[config.mk]
export PLATFORM = sky130hd
export DESIGN_NAME = fetch_predict_unit
export DESIGN_NICKNAME = d
export VERILOG_FILES = /design/src/rtl/cpu_types_pkg.sv /design/src/rtl/fetch_predict_unit_btb.sv /design/src/rtl/fetch_predict_unit.sv
export SDC_FILE = /design/constraint.sdc
export NUM_CORES = 1
export LEC_CHECK = 0
export CAP_MARGIN = 25
export CORE_MARGIN = 2
export CORE_UTILIZATION = 25
export CTS_CLUSTER_DIAMETER = 100
export DETAILED_ROUTE_END_ITERATION = 7
export PLACE_DENSITY_LB_ADDON = 0.12
export REMOVE_ABC_BUFFERS = 1
export SLEW_MARGIN = 15
export SYNTH_ARGS = -nofsm -noshare
export SYNTH_HDL_FRONTEND = slang
export SYNTH_SLANG_ARGS = --single-unit
[constraint.sdc]
create_clock -name CLK -period 3.8 [get_ports CLK]
set_input_delay 1.14 -clock CLK [delete_from_list [all_inputs] [get_ports CLK]]
set_output_delay 1.14 -clock CLK [all_outputs]
set_load 0.02 [all_outputs]
[src/rtl/cpu_types_pkg.sv]
// Shared CPU datapath types: machine word, BTB entry layout and the
// default BTB size used by the fetch stage.
package cpu_types_pkg;

  typedef logic [31:0] word_t;

  localparam int BTB_ENTRIES_DEFAULT = 16;

  // Tag is kept word-wide so the struct stays independent of BTB size;
  // unused upper tag bits are always zero and trim away in synthesis.
  typedef struct packed {
    logic       valid;
    word_t      tag;
    word_t      target;
    logic [1:0] ctr;
  } btb_entry_t;

  // Two-bit saturating counter step toward the observed outcome.
  function automatic logic [1:0] ctr_step(input logic [1:0] ctr, input logic taken);
    logic [1:0] r;
    r = ctr;
    if (taken && ctr != 2'b11) r = ctr + 2'b01;
    else if (!taken && ctr != 2'b00) r = ctr - 2'b01;
    return r;
  endfunction

endpackage

[src/rtl/fetch_predict_unit_btb.sv]
// Direct-mapped branch target buffer: combinational lookup for the fetch PC,
// clocked update from the resolving branch in MEM.
module btb
  import cpu_types_pkg::*;
#(
  parameter int         BTB_ENTRIES = BTB_ENTRIES_DEFAULT,
  parameter logic [1:0] CTR_INIT    = 2'b10
) (
  input  logic  CLK,
  input  logic  nRST,
  input  word_t lookup_pc,
  output logic  pred_taken,
  output word_t pred_target,
  input  logic  upd_en,
  input  word_t upd_pc,
  input  logic  upd_taken,
  input  word_t upd_target
);

  localparam int IDX_W = $clog2(BTB_ENTRIES);

  logic [BTB_ENTRIES-1:0] valid_q;
  word_t                  tag_q    [BTB_ENTRIES];
  word_t                  target_q [BTB_ENTRIES];
  logic [1:0]             ctr_q    [BTB_ENTRIES];

  logic [IDX_W-1:0] lk_idx, up_idx;
  word_t            lk_tag, up_tag;
  btb_entry_t       lk_entry, up_entry;
  logic             lk_hit, up_hit;

  always_comb begin
    lk_idx   = lookup_pc[IDX_W+1:2];
    up_idx   = upd_pc[IDX_W+1:2];
    lk_tag   = lookup_pc >> (IDX_W + 2);
    up_tag   = upd_pc >> (IDX_W + 2);
    lk_entry = '{valid: valid_q[lk_idx], tag: tag_q[lk_idx],
                 target: target_q[lk_idx], ctr: ctr_q[lk_idx]};
    up_entry = '{valid: valid_q[up_idx], tag: tag_q[up_idx],
                 target: target_q[up_idx], ctr: ctr_q[up_idx]};
    lk_hit      = lk_entry.valid && (lk_entry.tag == lk_tag);
    up_hit      = up_entry.valid && (up_entry.tag == up_tag);
    pred_taken  = lk_hit && lk_entry.ctr[1];
    pred_target = lk_entry.target;
  end

  always_ff @(posedge CLK or negedge nRST) begin
    if (!nRST) begin
      valid_q <= '0;
    end else if (upd_en && !up_hit && upd_taken) begin
      valid_q[up_idx] <= 1'b1;
    end
  end

  // NOTE: only the valid bits are reset; tag/target/counter are don't-care
  // until valid is set, so they stay plain RAM without a reset network.
  always_ff @(posedge CLK) begin
    if (upd_en) begin
      if (up_hit) begin
        ctr_q[up_idx] <= ctr_step(up_entry.ctr, upd_taken);
        if (upd_taken) target_q[up_idx] <= upd_target;
      end else if (upd_taken) begin
        tag_q[up_idx]    <= up_tag;
        target_q[up_idx] <= upd_target;
        ctr_q[up_idx]    <= CTR_INIT;
      end
    end
  end

endmodule

[src/rtl/fetch_predict_unit.sv]
// Fetch stage: PC register, next-PC select with BTB prediction, branch
// mispredict redirect/flush and sticky halt.
module fetch_predict_unit
  import cpu_types_pkg::*;
#(
  parameter word_t      PC_INIT     = 32'h0,
  parameter int         BTB_ENTRIES = BTB_ENTRIES_DEFAULT,
  parameter logic [1:0] CTR_INIT    = 2'b10
) (
  input  logic        CLK,
  input  logic        nRST,
  input  logic        ihit,
  input  logic        enable,
  input  logic        halt,
  output logic [31:0] imemaddr,
  output logic        imemREN,
  output logic [31:0] pc_4,
  output logic        pred_taken,
  output logic [31:0] pred_target,
  input  logic        resolve_valid,
  input  logic [31:0] resolve_pc,
  input  logic        resolve_taken,
  input  logic [31:0] resolve_target,
  input  logic        resolve_pred_taken,
  input  logic [31:0] resolve_pred_target,
  output logic        flush
);

  word_t pc_q, pc_next;
  logic  halted_q;
  logic  mispredict, redirect;

  btb #(.BTB_ENTRIES(BTB_ENTRIES), .CTR_INIT(CTR_INIT)) u_btb (
    .CLK         (CLK),
    .nRST        (nRST),
    .lookup_pc   (pc_q),
    .pred_taken  (pred_taken),
    .pred_target (pred_target),
    .upd_en      (resolve_valid && enable && !halted_q),
    .upd_pc      (resolve_pc),
    .upd_taken   (resolve_taken),
    .upd_target  (resolve_target)
  );

  // NOTE: every output of this block gets a default first so no path leaves
  // a variable unassigned, which would otherwise infer a latch.
  always_comb begin
    mispredict = resolve_valid && ((resolve_taken != resolve_pred_taken) ||
                 (resolve_taken && (resolve_target != resolve_pred_target)));
    redirect   = mispredict && enable && !halted_q;
    pc_next    = pc_q;
    if (!halted_q) begin
      if (redirect)
        pc_next = resolve_taken ? resolve_target : resolve_pc + 32'd4;
      else if (ihit && enable)
        pc_next = pred_taken ? pred_target : pc_q + 32'd4;
    end
  end

  // NOTE: state registers use non-blocking assignment so every flop samples
  // the pre-edge values regardless of block ordering.
  always_ff @(posedge CLK or negedge nRST) begin
    if (!nRST) begin
      pc_q     <= PC_INIT;
      halted_q <= 1'b0;
    end else begin
      pc_q     <= pc_next;
      halted_q <= halted_q || halt;
    end
  end

  assign imemaddr = pc_q;
  assign pc_4     = pc_q + 32'd4;
  assign imemREN  = !halted_q;
  assign flush    = redirect;

endmodule

# == Word level (Yosys, flattened, before mapping) ==
# Memory sizes are Yosys's and may differ from the RTL's.
# Cells that the tools add are included.
# totals
reg_bits,49
mem_bits_rw,960
inputBits,104
out_inout_bits,99
word_cells,71
mem_count,3
# op_classes
add_sub_neg,4
n_lt_le_gt_ge,3
n_eq_ne,5
mux,26
bitwise_logic,4
n_reduce_logical,23
# mem_list
name,words,word_bits,rd,rd_ports_with_merged_regs,wr,line,text
u_btb.target_q,16,32,1,0,1,fetch_predict_unit_btb.sv:24,word_t target_q [BTB_ENTRIES];
u_btb.tag_q,16,26,2,0,1,fetch_predict_unit_btb.sv:23,word_t tag_q [BTB_ENTRIES];
u_btb.ctr_q,16,2,2,0,1,fetch_predict_unit_btb.sv:25,logic [1:0] ctr_q [BTB_ENTRIES];
# ops
op,count
$mux W32,5
$add A32 B3 Y32 const B,2
$eq A32 B26 Y1,2
$ne A32 B32 Y1,1
$or A16 B16 Y16,1
$logic_and A1 B1 Y1,15
$mux W1,13
$lt A4 B5 Y1 const B,2
$mux W2,5
$bmux W1 S4,2
$demux W1 S4,1
$ge A4 B1 Y1 const B,1
$reduce_bool A2 Y1,2
$logic_not A1 Y1,3
$add A2 B1 Y2 const B,1
$logic_or A1 B1 Y1,2
$ne A2 B2 Y1 const B,1
$or A1 B1 Y1,2
$reduce_and A2 Y1,1
$sub A2 B1 Y2 const B,1
$ne A1 B1 Y1,1
$not A1 Y1,1

# == Logic depth before layout (Yosys ltp) ==
# Gate-level depths: netlist of the first run.
# logic_depth
word_depth,8
mapped_depth,16

# == Cells and area by module ==
# Synthesis of the first run repeated with hierarchy kept, for this count alone.
# hier_totals
hier_cells,2398
hier_area_um2,45367.3
# by_module_without_submodules
mod,n_inst,cells_each,area_each_um2,seq_area_each_um2
btb,1,1946,41726.3,29228.0
fetch_predict_unit,1,452,3641.0,825.8

# == Worst setup path after synthesis of the first run ==
# No wires, ideal clock.
# synth_timing
kind,in2reg
from,input resolve_pc[4]
to,memory u_btb.tag_q[15][0] (netlist name) (enable)
setup_time_ns,0.386
arrival_ns,4.600
required_time_ns,3.414
setup_slack_ns,-1.186
path_stages,6
path_buffers,3
path_cell_list,clkbuf_1 > clkbuf_1 > clkbuf_1 > nand3_1 > nor2_1 > and2_1
# synth_via
elab_chain_len,6
elab_cells_between_ends,8
# synth_rtl
item,line,text
from (decl),fetch_predict_unit.sv:21,"input logic [31:0] resolve_pc,"
$mem_v2 Z16 W26 / $bmux W1 S4 (equally long branches),--,
$eq A32 B26 Y1 / $mux W1 (equally long branches),"fetch_predict_unit_btb.sv:42, fetch_predict_unit_btb.sv:39",
$logic_and A1 B1 Y1,fetch_predict_unit_btb.sv:42,up_hit = up_entry.valid && (up_entry.tag == up_tag);
$mux W1,fetch_predict_unit_btb.sv:59,if (up_hit) begin
$mux W1,fetch_predict_unit_btb.sv:58,if (upd_en) begin
$mux W1 (not written as such),fetch_predict_unit_btb.sv:63,tag_q[up_idx] <= up_tag;
to (decl),fetch_predict_unit_btb.sv:23,
# Several ways; a longest one is shown, not always the timed one. The select of a mux whose other input is x is not followed.

# == Final worst setup path of the first run ==
# layout_timing
from,"register pc_q[2], in the netlist imemaddr[2]"
to,output pred_taken
# layout_via
elab_chain_len,4
elab_cells_between_ends,7
# layout_rtl
item,line,text
from (decl),fetch_predict_unit.sv:29,"word_t pc_q, pc_next;"
from (signal assigned),fetch_predict_unit.sv:67,pc_q <= pc_next;
$mem_v2 Z16 W26 / $bmux W1 S4 (equally long branches),--,
$eq A32 B26 Y1 / $mux W1 (equally long branches),"fetch_predict_unit_btb.sv:41, fetch_predict_unit_btb.sv:37",
$logic_and A1 B1 Y1,fetch_predict_unit_btb.sv:41,lk_hit = lk_entry.valid && (lk_entry.tag == lk_tag);
$logic_and A1 B1 Y1 (*),fetch_predict_unit_btb.sv:43,pred_taken = lk_hit && lk_entry.ctr[1];
to (decl),fetch_predict_unit.sv:18,"output logic pred_taken,"
# Every way passes the cells marked *; elsewhere a longest branch is shown, timed or not. The select of a mux whose other input is x is not followed.

==> results of run 1 <==
where the power goes:
| group | switching [mW] | internal [mW] | total [mW] | leakage (nW) |
|---|---|---|---|---|
| clock network | 4.75 | 6.86 | 11.6 | 1.90 |
| logic | 2.77 | 2.74 | 5.51 | 11.4 |
| registers | 0.0350 | 12.2 | 12.2 | 9.27 |
per-layer routing:
layer | up-vias | track usage, % | wire length, um
met5 | - | 0 | 0
met4 | 0 | 6.02 | 6050
met3 | 216 | 2.56 | 8660
met2 | 976 | 35.6 | 98400
met1 | 16500 | 27.6 | 83200
li1 | 12600 | - | -
metrics by stage:
| step | hold slack (ns) | power [mW] | TNS [ns] |
|---|---|---|---|
| 2_1_floorplan | 0.451 | 14.8 | -1023.92 |
| 3_3_place_gp | 0.472 | 16.6 | -540.42 |
| 3_5_place_dp | 0.486 | 16.6 | -540.77 |
| 4_1_cts | 0.370 | 29.4 | -54.30 |
| 5_1_grt | 0.405 | 30.3 | -70.14 |
| 6_report | 0.414 | 29.4 | -61.91 |
sequential cells by signal, indices dropped and copies added, names as in the netlist:
register and cells:
u_btb.tag_q 416, u_btb.valid_q 16, u_btb.ctr_q 32, halted_q 1
u_btb.target_q 512, imemaddr 32
worst max-delay path by stage:
stage	slack (ns)	end	cells past startpoint
2_1_floorplan	-11.38	imemaddr[0]$_DFFE_PN0P_	8
5_1_grt	-1.62	pred_taken	13
3_5_place_dp	-1.38	imemaddr[16]$_DFFE_PN0P_	16
6_report	-1.49	pred_taken	14
4_1_cts	-1.49	pred_taken	13
3_3_place_gp	-1.82	imemaddr[2]$_DFFE_PN0P_	12
cell usage in the layout (no fill, tap or decap), types with 33 or more instances in the layout:
master           synthesis  routed
buf_6                    9     115
xor2_1                  60      41
a22oi_1                 72      41
clkdlybuf4s50_1          0      85
buf_4                    4     510
a221oi_4                 0      33
nand3_1                 42      34
xnor2_1                 76      44
buf_16                   0      65
clkbuf_16                0     124
dfrtp_1                 49      45
mux2i_1                158     136
buf_12                   3     146
edfxtp_1               960     960
mux4_2                 313     313
nand2_1                102      69
o21ai_0                 70      39
timing repair:
item                                    in CTS  in global routing
resized for setup                          789                136
gates cloned                                58                  8
pin swaps                                  183                126
setup buffers                              155                 64
endpoints found under the setup margin     575                572
cell type report:
type | instances | area, um2
clock buffer | 142 | 3060
fill | 16900 | 115000
tap | 2370 | 2970
antenna | 2 | 5.00
timing repair buffer | 998 | 11700
sequential | 1009 | 30100
multi-input combinational | 1352 | 17000
inverter | 16 | 63.8
clock inverter | 77 | 880
cell families (layout without fill, tap and decap cells):
| kind of cell | Yosys count | in the layout | share of synthesized area [%] |
|---|---|---|---|
| XOR/XNOR | 136 | 136 | 2.61 |
| buffers and inverters | 200 | 1233 | 2.04 |
| adder cells (fa/ha/maj) | 7 | 7 | 0.192 |
| flip-flops | 1009 | 1009 | 65.8 |
| multiplexers | 480 | 480 | 19.1 |
| AND/OR/NAND/NOR | 435 | 437 | 5.50 |
| AO/OA/AOI/OAI | 292 | 292 | 4.75 |
| other | 0 | 2 | 0 |
critical path: cells and delay by family, from the launching register on:
kind	cells	cell delay, ns
buffers and inverters	7	1.09
AO/OA/AOI/OAI	1	0.32
multiplexers	1	0.44
flip-flops	1	0.48
AND/OR/NAND/NOR	5	1.02
==> results.py, run 1 <==
metrics = {
    "critical_path": {
        "critPathMostFrequentCell": "buf_4",
        "r2r_slack_ns": -0.26,
        "r2r_start": "imemaddr[2]$_DFFE_PN0P_",
        "worstSetupEndpointType": "primary output",
        "worstPathRequired_ns": 2.66,
        "critPathLaunch": "imemaddr[2]$_DFFE_PN0P_",
        "critPathKind": "reg2out",
        "path_max_fanout": 6,
        "worst-r2r-cell-count": 15,
        "crit_chain": "buf_12 > buf_4 > buf_12 > buf_4 > mux4_2 > and3_1 > or3_1 > o2111a_2 > nor3_2 > nand4_1 > buf_4 > nor2_2 > buf_6 > buf_6",
        "r2r-end": "imemaddr[5]$_DFFE_PN0P_",
        "critPathSlowestCell": "dfrtp_4",
        "setup.worst_path.start_class": "register",
        "slowest_delay_ns": 0.48,
        "arrival_ns": 4.15,
    },
    "synth": {
        "seq_area_frac_synth_pct": 65.8,
        "yosysMostFrequentCell": "edfxtp_1",
        "syn_area_um2": 45700,
        "yosysTopAreaCell": "edfxtp_1",
        "yosysWarnings": 0,
        "avgSynthCellArea_um2": 17.8,
        "ys_async_sr_fraction_pct": 4.86,
        "synth_edf_count": 960,
        "synth-seq-cells": 1009,
        "yosys.area.top_type_share_pct": 63.1,
        "synthTopCellsByCount": "960 x edfxtp_1, 313 x mux4_2, 158 x mux2i_1",
        "ys_top_cells_by_area": "edfxtp_1 63%, mux4_2 15%, mux2i_1 3.5%",
        "syn_inst": 2559,
        "ys_types": 66,
        "synth_ff_type": "edfxtp_1",
    },
    "placed_design": {
        "pre_cts_ws_ns": -1.38,
        "place_congestion": 0.839,
        "dp_cells": 5486,
        "dpl-instance-area_um2": 55100,
        "place_hpwl_mm": 124,
        "port_buffers": 202,
    },
    "power_and_ir_drop": {
        "power_density_nw_per_um2": 447,
        "vdd_drop_max_mv": 0.351,
        "leakage_nw": 22.6,
    },
    "floorplanning": {
        "core_area_um2": 181000,
        "start_util_pct": 25.2,
        "io_pins": 203,
        "die-area_um2": 186000,
        "die_w_um": 431,
        "die_y_um": 431,
        "num_rows": 156,
    },
    "cts": {
        "cts_num_sinks": 1009,
        "clk_root_buffer_cell": "clkbuf_16",
        "clkTransAtPathRegs_ns": 0.06,
        "cts_tree": "built",
        "hold_buffers": 0,
        "clk_latency_ns": 0.77,
        "cts_max_path_buffers": 3,
        "cts-buffers-inserted": 115,
        "cts-htree-levels": 3,
    },
    "outcome": {
        "status": "finished, violations left",
        "violations": "setup timing",
    },
    "min_path": {
        "hold_path.class": "in2async",
    },
    "layout": {
        "final_cells": 5966,
        "layout.nets": 3603,
        "syn2layout_area_growth_pct": 44.0,
        "fin_area_um2": 65800,
        "final_util_pct": 36.3,
        "drive_above_1_share_pct": 48.1,
    },
    "timing": {
        "maxSlewViolCount": 0,
        "rsz0062_at_grt": "true",
        "max_slew_margin_pct": 25.7,
        "fin_crit_ns": 5.29,
        "hold_viol_final": 0,
        "setup_viol": 367,
        "period_share_pct": 139,
        "skew_ns": 0.0579,
        "worst_slack_ns": -1.49,
        "tightest_slew_ns": 1.11,
        "max_clock_freq_mhz": 189,
    },
    "routing": {
        "via_per_inst": 5.08,
        "drt_wl_total_mm": 196,
        "wire_per_inst_um": 32.9,
        "vias": 30300,
        "drc": 0,
        "dr.pass1.iters": 6,
        "drt_iter0_drc": 2954,
        "drtAntennaViolNets": 0,
    },
    "global_route": {
        "overflow": 0,
        "grt_max_degree": 47,
        "grt_usage_pct": 20.8,
        "grt_pass1_vias": 31400,
        "antenna_found_initial": 2,
        "grt_first_pass_wirelength_mm": 267,
    },
    "flow_run": {
        "drv_cap": 0,
    },
}
Note: power is estimated with default switching activity, not from simulation.
==> inputs of run 2 (changes only) <==
- CORE_UTILIZATION: 25 -> 55
==> run 2 against run 1 <==
Against the previous run:
- the run still ends with setup timing left
- first-iteration DRC count rose by 53%
- wire length decreased by 22%
- power fell by 8.2%
- die area shrank 54%
==> results.py, run 2 (synthesis gave the netlist of run 1 again) <==
metrics = {
    "outcome": {
        "status": "finished, violations left",
        "violations": "setup timing",
    },
    "floorplanning": {
        "core_area_um2": 82100,
        "io_pins": 203,
        "num_rows": 105,
        "die-area_um2": 85400,
        "start_util_pct": 55.6,
        "die_y_um": 292,
        "die_w_um": 292,
    },
    "power_and_ir_drop": {
        "clkPwrFrac_pct": 37.9,
        "total_power_mw": 27.0,
        "power_density_nw_per_um2": 459,
        "seqPwrFrac_pct": 45.5,
        "leakage_nw": 20.2,
        "p_sw_mw": 6.76,
        "share_comb_of_total_power_pct": 16.6,
        "p_int_mw": 20.2,
        "p_sw_share_pct": 25.1,
        "vdd_drop_max_mv": 0.422,
    },
    "layout": {
        "final_cell_mix": "960 x edfxtp_1, 418 x buf_4, 313 x mux4_2",
        "final_util_pct": 71.5,
        "fin_area_um2": 58700,
        "largest_reg_flops": 512,
        "layout.nets": 3335,
        "largestRegisters": "u_btb.target_q (512), u_btb.tag_q (416)",
        "syn2layout_area_growth_pct": 28.6,
        "nFillCells": 4948,
        "final_cells": 4380,
        "regArea_um2": 30100,
        "top_register": "u_btb.target_q",
        "layout_commonest_cell": "edfxtp_1",
        "drive_above_1_share_pct": 40.1,
        "multi_input_area_um2": 15900,
    },
    "cts": {
        "clk_latency_ns": 0.71,
        "cts-buffers-inserted": 100,
        "cts-htree-levels": 3,
        "hold_buffers": 0,
        "cts_num_sinks": 1009,
        "clk_root_buffer_cell": "clkbuf_16",
        "cts_tree": "built",
        "clkTransAtPathRegs_ns": 0.06,
        "cts_max_path_buffers": 3,
    },
    "global_route": {
        "grt_usage_pct": 36.2,
        "grt_first_pass_wirelength_mm": 218,
        "grt_pass1_vias": 30600,
        "antenna_found_initial": 2,
        "grt_max_degree": 48,
        "overflow": 0,
    },
    "critical_path": {
        "path_max_fanout": 6,
        "critPathMostFrequentCell": "buf_4",
        "critPathSlowestCell": "mux4_2",
        "worstSetupEndpointType": "primary output",
        "arrival_ns": 3.92,
        "worstPathRequired_ns": 2.66,
        "crit_chain": "buf_4 > buf_16 > mux4_2 > mux4_2 > xnor2_2 > buf_4 > nor4b_2 > nand4_1 > nor2_1 > buf_4 > buf_6",
        "setup.worst_path.start_class": "register",
        "slowest_delay_ns": 0.56,
        "critPathKind": "reg2out",
    },
    "placed_design": {
        "dpl-instance-area_um2": 52300,
        "place_hpwl_mm": 95.8,
        "place_congestion": 0.998,
        "port_buffers": 202,
        "pre_cts_ws_ns": -1.22,
        "dp_cells": 4074,
    },
    "timing": {
        "maxSlewViolCount": 0,
        "setup_viol": 119,
        "skew_ns": 0.0564,
        "max_clock_freq_mhz": 198,
        "fin_crit_ns": 5.06,
        "hold_ws_ns": 0.508,
        "max_slew_margin_pct": 34.7,
        "tightest_slew_ns": 0.977,
        "fin_setup_tns_ns": -41.50,
        "worst_slack_ns": -1.26,
        "hold_viol_final": 0,
        "rsz0062_at_grt": "true",
        "period_share_pct": 133,
    },
    "routing": {
        "via_per_inst": 6.97,
        "wire_per_inst_um": 35.1,
        "vias": 30500,
        "dr.pass1.iters": 8,
        "drt_wl_total_mm": 154,
        "drt_iter0_drc": 4515,
        "drc": 0,
        "drtAntennaViolNets": 0,
    },
    "flow_run": {
        "drv_cap": 0,
    },
    "min_path": {
        "hold_path.class": "reg2reg",
    },
}
==> run 2: cell types whose count changed in the layout (fill, tap and decap cells not counted), sizes merged, moves of 2 or more <==
| cell | change |
|---|---|
| buf | -274 |
| bufinv | -4 |
| clkbuf | -32 |
| clkdlybuf4s15 | +26 |
| clkinv | +3 |
| clkinvlp | -2 |
| inv | -2 |
==> run 2: what timing repair did <==
item                                    4_1_cts  5_1_grt
pin swaps                                    59       24
gates resized for setup                     557       63
endpoints found under the setup margin      587      433
setup buffers                                84        9
gates cloned                                 25        2
hold endpoints to repair                      0        0
==> run 2: final timing paths <==
kind                                               startpoint                             to  slack [ns]  cells after the start
worst max-delay path                  imemaddr[2]$_DFFE_PN0P_                     pred_taken       -1.26                     11
worst min-delay path            u_btb.valid_q[14]$_DFFE_PN0P_  u_btb.valid_q[14]$_DFFE_PN0P_        0.51                      1
worst max register to register        imemaddr[2]$_DFFE_PN0P_        imemaddr[6]$_DFFE_PN0P_       -0.77                     26
worst min register to register  u_btb.valid_q[14]$_DFFE_PN0P_  u_btb.valid_q[14]$_DFFE_PN0P_        0.51                      1
max in group asynchronous                                nRST        imemaddr[2]$_DFFE_PN0P_        2.48                      1
min in group asynchronous                                nRST        imemaddr[3]$_DFFE_PN0P_        0.59                      1
==> run 2: cell type report <==
class	instances	share of cell area, %
clock inverter	72	1.42
timing repair buffer	747	13.5
antenna	2	0.00852
tap	1070	2.28
inverter	16	0.107
sequential	1009	51.2
multi-input combinational	1350	27.1
clock buffer	114	4.39
==> run 2: power groups by stage <==
stage	clock, mW	sequential, mW	combinational [mW]
finish	10.2	12.3	4.46
global route	10.7	12.3	4.62
CTS	10.3	12.3	4.30
detailed placement	0	12.5	3.60
global placement	0	12.5	3.57
floorplan	0	12.8	2.08
==> run 2: worst max-delay path: cells and delay by family, from the launching register on <==
kind | cells | cell delay (ns)
xor gates and xnor gates | 1 | 0.26
DFF | 1 | 0.55
muxes | 2 | 1.06
and+or+nand+nor | 3 | 0.56
buffers and inverters | 5 | 0.78
==> run 2: metal layers <==
| layer | global-route usage, % | vias up | wire length [um] |
|---|---|---|---|
| li1 | - | 12000 | - |
| met1 | 48.3 | 15700 | 54700 |
| met2 | 57.0 | 2427 | 72400 |
| met3 | 8.26 | 432 | 18200 |
| met4 | 17.2 | 2 | 8480 |
| met5 | 0 | - | 13 |
